<file path="src/rtl/mem_arbiter.sv">
// Arbiter sharing one single-port word memory between instruction fetch and load/store.
// Optional build macro MEM_ARB_RR_EN: round-robin arbitration instead of LS priority with a starvation guard.
module mem_arbiter #(
  parameter int IDX_W      = 12,
  parameter int STARVE_MAX = 4
) (
  input  logic        clk,
  input  logic        rst_n,
  input  logic        if_req_valid,
  input  logic [31:0] if_req_addr,
  output logic        if_req_ready,
  output logic        if_rsp_valid,
  output logic [31:0] if_rsp_data,
  input  logic        ls_req_valid,
  input  logic        ls_req_we,
  input  logic [31:0] ls_req_addr,
  input  logic [31:0] ls_req_wdata,
  output logic        ls_req_ready,
  output logic        ls_rsp_valid,
  output logic [31:0] ls_rsp_data,
  output logic        mem_write_en,
  output logic [31:0] mem_addr,
  output logic [31:0] mem_write_data,
  input  logic [31:0] mem_read_data
);

  // Handshake: a request transfers in any cycle where valid & ready are both high.
  // ready is a same-cycle function of valid, never high without valid, and at
  // most one port is ready per cycle. Responses are single-cycle pulses with no
  // backpressure.

  logic             if_gnt;
  logic             ls_gnt;
  logic [IDX_W-1:0] gnt_idx;
  logic [IDX_W-1:0] last_idx;
  logic             rsp_valid_q;
  logic             rsp_port_q;   // 0 = IF owns the response, 1 = LS
  logic             unused_addr_bits;

`ifdef MEM_ARB_RR_EN
  logic rr_ptr;  // 0 = LS first on the next contended cycle

  always_comb begin
    if_gnt = 1'b0;
    ls_gnt = 1'b0;
    if (rst_n) begin
      if (if_req_valid && ls_req_valid) begin
        if_gnt = rr_ptr;
        ls_gnt = !rr_ptr;
      end else begin
        if_gnt = if_req_valid;
        ls_gnt = ls_req_valid;
      end
    end
  end

  always_ff @(posedge clk or negedge rst_n) begin
    if (!rst_n) begin
      rr_ptr <= 1'b0;
    end else if (if_req_valid && ls_req_valid) begin
      rr_ptr <= !rr_ptr;
    end
  end
`else
  localparam int CNT_W = $clog2(STARVE_MAX + 1);
  localparam logic [CNT_W-1:0] STARVE_LIM = CNT_W'(STARVE_MAX);

  logic [CNT_W-1:0] starve_cnt;

  always_comb begin
    if_gnt = 1'b0;
    ls_gnt = 1'b0;
    if (rst_n) begin
      if (if_req_valid && (!ls_req_valid || starve_cnt == STARVE_LIM)) begin
        if_gnt = 1'b1;
      end else if (ls_req_valid) begin
        ls_gnt = 1'b1;
      end
    end
  end

  always_ff @(posedge clk or negedge rst_n) begin
    if (!rst_n) begin
      starve_cnt <= '0;
    end else if (if_req_valid && !if_gnt) begin
      if (starve_cnt != STARVE_LIM) starve_cnt <= starve_cnt + 1'b1;
    end else begin
      starve_cnt <= '0;
    end
  end
`endif

  assign gnt_idx = ls_gnt ? ls_req_addr[IDX_W+1:2] : if_req_addr[IDX_W+1:2];

  // Upper address bits wrap away and byte offsets are ignored by a word memory.
  assign unused_addr_bits = ^{if_req_addr[31:IDX_W+2], if_req_addr[1:0],
                              ls_req_addr[31:IDX_W+2], ls_req_addr[1:0]};

  always_ff @(posedge clk or negedge rst_n) begin
    if (!rst_n) begin
      rsp_valid_q <= 1'b0;
      rsp_port_q  <= 1'b0;
      last_idx    <= '0;
    end else begin
      rsp_valid_q <= if_gnt || (ls_gnt && !ls_req_we);
      rsp_port_q  <= ls_gnt;
      if (if_gnt || ls_gnt) last_idx <= gnt_idx;
    end
  end

  assign if_req_ready   = if_gnt;
  assign ls_req_ready   = ls_gnt;
  assign mem_write_en   = ls_gnt && ls_req_we;
  assign mem_addr       = {{(32-IDX_W){1'b0}}, ((if_gnt || ls_gnt) ? gnt_idx : last_idx)};
  assign mem_write_data = rst_n ? ls_req_wdata : 32'h0;

  assign if_rsp_valid = rsp_valid_q && !rsp_port_q;
  assign ls_rsp_valid = rsp_valid_q && rsp_port_q;
  assign if_rsp_data  = if_rsp_valid ? mem_read_data : 32'h0;
  assign ls_rsp_data  = ls_rsp_valid ? mem_read_data : 32'h0;

endmodule

</file>
<file path="config.mk">
export PLATFORM = sky130hd
export DESIGN_NAME = mem_arbiter
export DESIGN_NICKNAME = d
export VERILOG_FILES = /design/src/rtl/mem_arbiter.sv
export SDC_FILE = /design/constraint.sdc
export NUM_CORES = 1
export LEC_CHECK = 0
export BUFFER_PORTS_ARGS = -buffer_cell sky130_fd_sc_hd__buf_4
export CAP_MARGIN = 20
export CORE_AREA = 2 2 102 104
export CTS_BUF_LIST = sky130_fd_sc_hd__clkbuf_4 sky130_fd_sc_hd__clkbuf_8 sky130_fd_sc_hd__clkbuf_16
export CTS_CLUSTER_DIAMETER = 40
export CTS_CLUSTER_SIZE = 25
export DETAILED_ROUTE_END_ITERATION = 6
export DIE_AREA = 0 0 104 106
export PLACE_DENSITY = 0.64
export SYNTH_ARGS = -nofsm -noshare
export SYNTH_HDL_FRONTEND = slang
export SYNTH_SLANG_ARGS = --single-unit
</file>
<file path="constraint.sdc">
create_clock -name clk -period 3.8 [get_ports clk]
set_input_delay 0.95 -clock clk [delete_from_list [all_inputs] [get_ports clk]]
set_output_delay 0.95 -clock clk [all_outputs]
set_load 0.01 [all_outputs]
</file>
=== After elaboration in Yosys (flattened, before gate mapping) ===
Index checks and enable logic that the tools add are counted.

* Output and inout port bits: 133
* Flip-flop bits (word level): 17

* Eq/ne operators: 3
* Reduce and logical (&&, ||, !) cells: 13
* Add/sub/neg operators: 1
* Muxes and demuxes: 12

{| class="wikitable"
|+ Operators with widths
! kind !! number
|-
| 32-bit 2-to-1 mux || 3
|-
| 12-bit 2-to-1 mux || 2
|-
| 1-bit logical AND || 6
|-
| 3-bit 2-to-1 mux || 2
|-
| 1-bit 2-to-1 mux || 5
|-
| 1-bit logical NOT || 4
|-
| 3-bit by 1-bit adder with 3-bit output (second input constant) || 1
|-
| 3-bit equality test (second input constant) || 1
|-
| 1-bit logical OR || 3
|-
| 3-bit inequality test (second input constant) || 1
|-
| 2-bit by 1-bit inequality test with 1-bit output (second input constant) || 1
|}

=== Depth between registers and ports, before layout ===
* Word-level depth: 8
* Depth in mapped cells: 6
* Mapped depth without buffers: 5

=== Worst setup path after synthesis ===
OpenSTA, ideal clock, no wires.

* Kind: input-to-output
* From: in ls_req_valid
* To: out mem_addr[0]
* Slack: 1194 ps
* Buffers on the path: 1
* Required time: 2850 ps
* Arrival time: 1656 ps
* Stages: 4
* Cells stage by stage: a21bo_1 nand3_2 buf_6 o221a_1

* Longest elaborated chain between the ends: 7
* Elaborated cells between the ends (all ways): 11
* Those cells by class: mux: 7; reduce/logical: 4

{| class="wikitable"
|+ Ends and longest elaborated chain
! what !! line !! RTL
|-
| start: declaration || 14 || <nowiki>input logic ls_req_valid,</nowiki>
|-
| 1-bit logical NOT || 74 || <nowiki>if (if_req_valid && (!ls_req_valid || starve_cnt == STARVE_LIM)) begin</nowiki>
|-
| 1-bit logical OR || 74 ||
|-
| 1-bit logical AND || 74 ||
|-
| 1-bit 2-to-1 mux || 74 ||
|-
| 1-bit 2-to-1 mux || 73 || <nowiki>if (rst_n) begin</nowiki>
|-
| 12-bit 2-to-1 mux or 1-bit logical OR (tied branches) || 93, 114 ||
|-
| 12-bit 2-to-1 mux * || n/a ||
|-
| end: declaration || 22 || <nowiki>output logic [31:0] mem_addr,</nowiki>
|}

Mark *: on every way between the ends. The rest lies on a longest branch, timed or not.

=== Worst setup path after layout ===
* From: in rst_n
* To: out mem_addr[2]

* Longest elaborated chain between the ends: 3
* Elaborated cells between the ends (all ways): 5
* Those cells by class: mux: 4; reduce/logical: 1

{| class="wikitable"
|+ Ends and longest elaborated chain
! what !! line !! RTL
|-
| start: declaration || 8 || <nowiki>input logic rst_n,</nowiki>
|-
| 1-bit 2-to-1 mux || 73 ||
|-
| 12-bit 2-to-1 mux or 1-bit logical OR (tied branches) || 93, 114 ||
|-
| 12-bit 2-to-1 mux * || n/a ||
|}

Marks and branches as above.

==> results_dict.tcl <==
set metrics [dict create \
    status "complete, no violations" \
    grt_pass1_vias 2014 \
    clock-sinks 17 \
    synth_cells 202 \
    hold_violations 0 \
    r2r-end "last_idx[2]$_DFF_PN0_" \
    synth_edf_count 0 \
    wl_per_cell_um 12.1 \
    synth_ff_type "dfrtp_1" \
    yosys_warnings 0 \
    synth.avg_cell_area_sq_um 8.28 \
    io_pins 266 \
    die_w_um 104 \
    crit-reg2reg-launch "starve_cnt[0]$_DFFE_PN0P_" \
    hp-class "reg -> reg" \
    worstPathMaxFanout 57 \
    num-nets-final 531 \
    clockBufferDepth 2 \
    initialDrtViolationCount 88 \
    rsz0062_at_grt "no" \
    worst_ep_required_time_ns 2.85 \
    hold_end "starve_cnt[2]$_DFFE_PN0P_" \
    synthesis.area_sq_um 1670 \
    root_buffer "clkbuf_8" \
    post_cts_resized 0 \
    ir_worst_vdd_mv 0.138 \
    coreArea_sq_um 10000 \
    yosysTopAreaCell "dfrtp_1" \
    cp.arrival_ns 2.30 \
    dp_hpwl_mm 5.27 \
    stdcell_count 531 \
    synthToLayoutAreaGrowth_pct 96.2 \
    ys_top_cells_by_count "65 x and2_1, 32 x and3_1, 21 x buf_4, 17 x dfrtp_1, 12 x o221a_1" \
    reg2reg_slack_ns 2.14 \
    power_density_nw_per_um2 199 \
    power.total_w 0.000652 \
    grt_pass1_wl_mm 9.63 \
    drtAntennaViolNets 0 \
    max_freq_mhz 307 \
    yosysMostFrequentCell "and2_1" \
    die_h_um 106 \
    grt_usage 0.104 \
    rows 37 \
    maxSlewHeadroom 0.407 \
    leakage_nw 1.86 \
    drtPass1Iterations 4 \
    cts_setup_buffers 0 \
    antenna_found_initial 0 \
    cts_hold_buf 0 \
    clk_latency_ns 0.25 \
    synth_area_leaders "dfrtp_1 25%, and2_1 24%, and3_1 12%" \
    drive_above_1_share 0.544 \
    worst_hold_path.num_cells 1 \
    cts-buffers-inserted 3 \
    ys_types 31 \
    viasPerCell 3.98 \
    worstSetupPathType "in -> out" \
    gp_congestion 0.818 \
    seq_area_frac_synth 0.254 \
    slew_viol_final 0 \
    grt_max_degree 58 \
    timing.final.crit_share 0.856 \
    remaining_drc_errors 0 \
    port_buffers 205 \
    initial_utilization 0.167 \
    dieArea_sq_um 11000 \
    diodes 0 \
    fin_worst_skew_ns 0.00804 \
    wirelength_mm 6.44 \
    yosysTopAreaCellShare 0.254 \
    vias 2116 \
    dp_cells 527 \
    r2r_cells 5 \
    htree_levels 1 \
    cts_tree "built" \
    synthArstFlopShare 1.00 \
    finalSetupViolations 0 \
    worstSetupStartpointType "input pin" \
    fin_tns_setup_ns 0 \
    max_cap_viol_count 0 \
    cp-end-kind "primary output" \
    clk_transition_reported_paths_ns 0.06 \
    yosys_register_bits 17 \
    nFillCells 1049 \
    min_from "starve_cnt[2]$_DFFE_PN0P_" \
    worst_pin_slew_ns 0.890 \
    grt_overflow 0 \
    fin_crit_ns 3.25 \
]
-- critical path, cell delays in order --
cell and delay (ns):
buf_4 0.41, nand3_2 0.39, o221a_1 0.37, buf_4 0.15
-- logic make-up (layout without fill, tap and decap cells) --
logic type                 count (synthesis)  count (layout)  synth area share
and+or+nand+nor                          120             120             0.458
AOI/OAI and AO/OA                         20              20             0.117
other                                      1              20           0.00224
DFF                                       17              17             0.254
buffers and inverters                     41             215             0.146
adders and majority gates                  2               2            0.0150
muxes                                      1               1           0.00673
-- metrics by stage --
stage	setup slack [ns]	hold slack [ns]	cell area (sq um)	util
detailed placement	0.519	0.543	3240	0.324
finish	0.547	0.558	3280	0.328
global placement	0.560	0.548	3240	0.324
global route	0.370	0.583	3280	0.328
CTS	0.503	0.553	3280	0.328
floorplan	1.19	0.503	1740	-
-- flip-flops by register name, indices dropped and copies added (netlist names) --
signal	cells
rsp_valid_q	1
last_idx	12
rsp_port_q	1
starve_cnt	3
-- cell type report --
cell class	instances	area, sq um	area share
Clock buffer	3	41.3	0.0126
Clock inverter	1	5.00	0.00152
Inverter	5	18.8	0.00572
Multi-Input combinational cell	163	1070	0.327
Sequential cell	17	425	0.130
Tap cell	136	170	0.0518
Timing Repair Buffer	206	1550	0.471
-- power by group --
part	internal (W)	total, W	leakage (nW)	switching, W
sequential	0.000201	0.000210	0.198	0.00000963
clock	0.0000727	0.000137	0.0255	0.0000640
combinational	0.000174	0.000305	1.63	0.000131
-- cell usage in the layout, fill, tap and decap left out --
cell type	n
a21boi_1	1
nor2b_1	1
mux2_2	1
nand3b_1	1
nand3_2	2
o221a_1	12
nand3_1	1
nand2b_1	4
nor2_1	1
a211oi_1	2
o21ai_0	1
buf_4	206
nand2_1	1
or2b_1	8
o21a_1	1
dfrtp_1	17
a21bo_1	1
conb_1	20
and2b_1	1
o21ai_2	1
or3_1	1
a22oi_1	1
clkbuf_8	3
ha_1	2
clkinv_2	1
nor3_1	1
inv_1	5
and3_1	32
and2_1	65
and2b_4	1
-- worst max-delay path by stage --
stage	startpoint	end	slack [ns]	depth (start not counted)
CTS	rsp_port_q$_DFF_PN0_	if_rsp_data[23]	0.50	3
detailed placement	rst_n	mem_addr[2]	0.52	4
global placement	rst_n	mem_addr[2]	0.56	4
finish	rst_n	mem_addr[2]	0.55	4
global route	rsp_port_q$_DFF_PN0_	if_rsp_data[23]	0.37	3
floorplan	ls_req_valid	mem_addr[0]	1.19	4
-- routing by layer --
layer  GRT usage  vias up  part of all wire
li1            -     1018                 -
met5           0        -                 0
met3      0.0270        4              0.10
met2       0.221      142              0.54
met1       0.101      952              0.35
met4      0.0164        0            0.0048
Power figures use the tool's default switching activity.
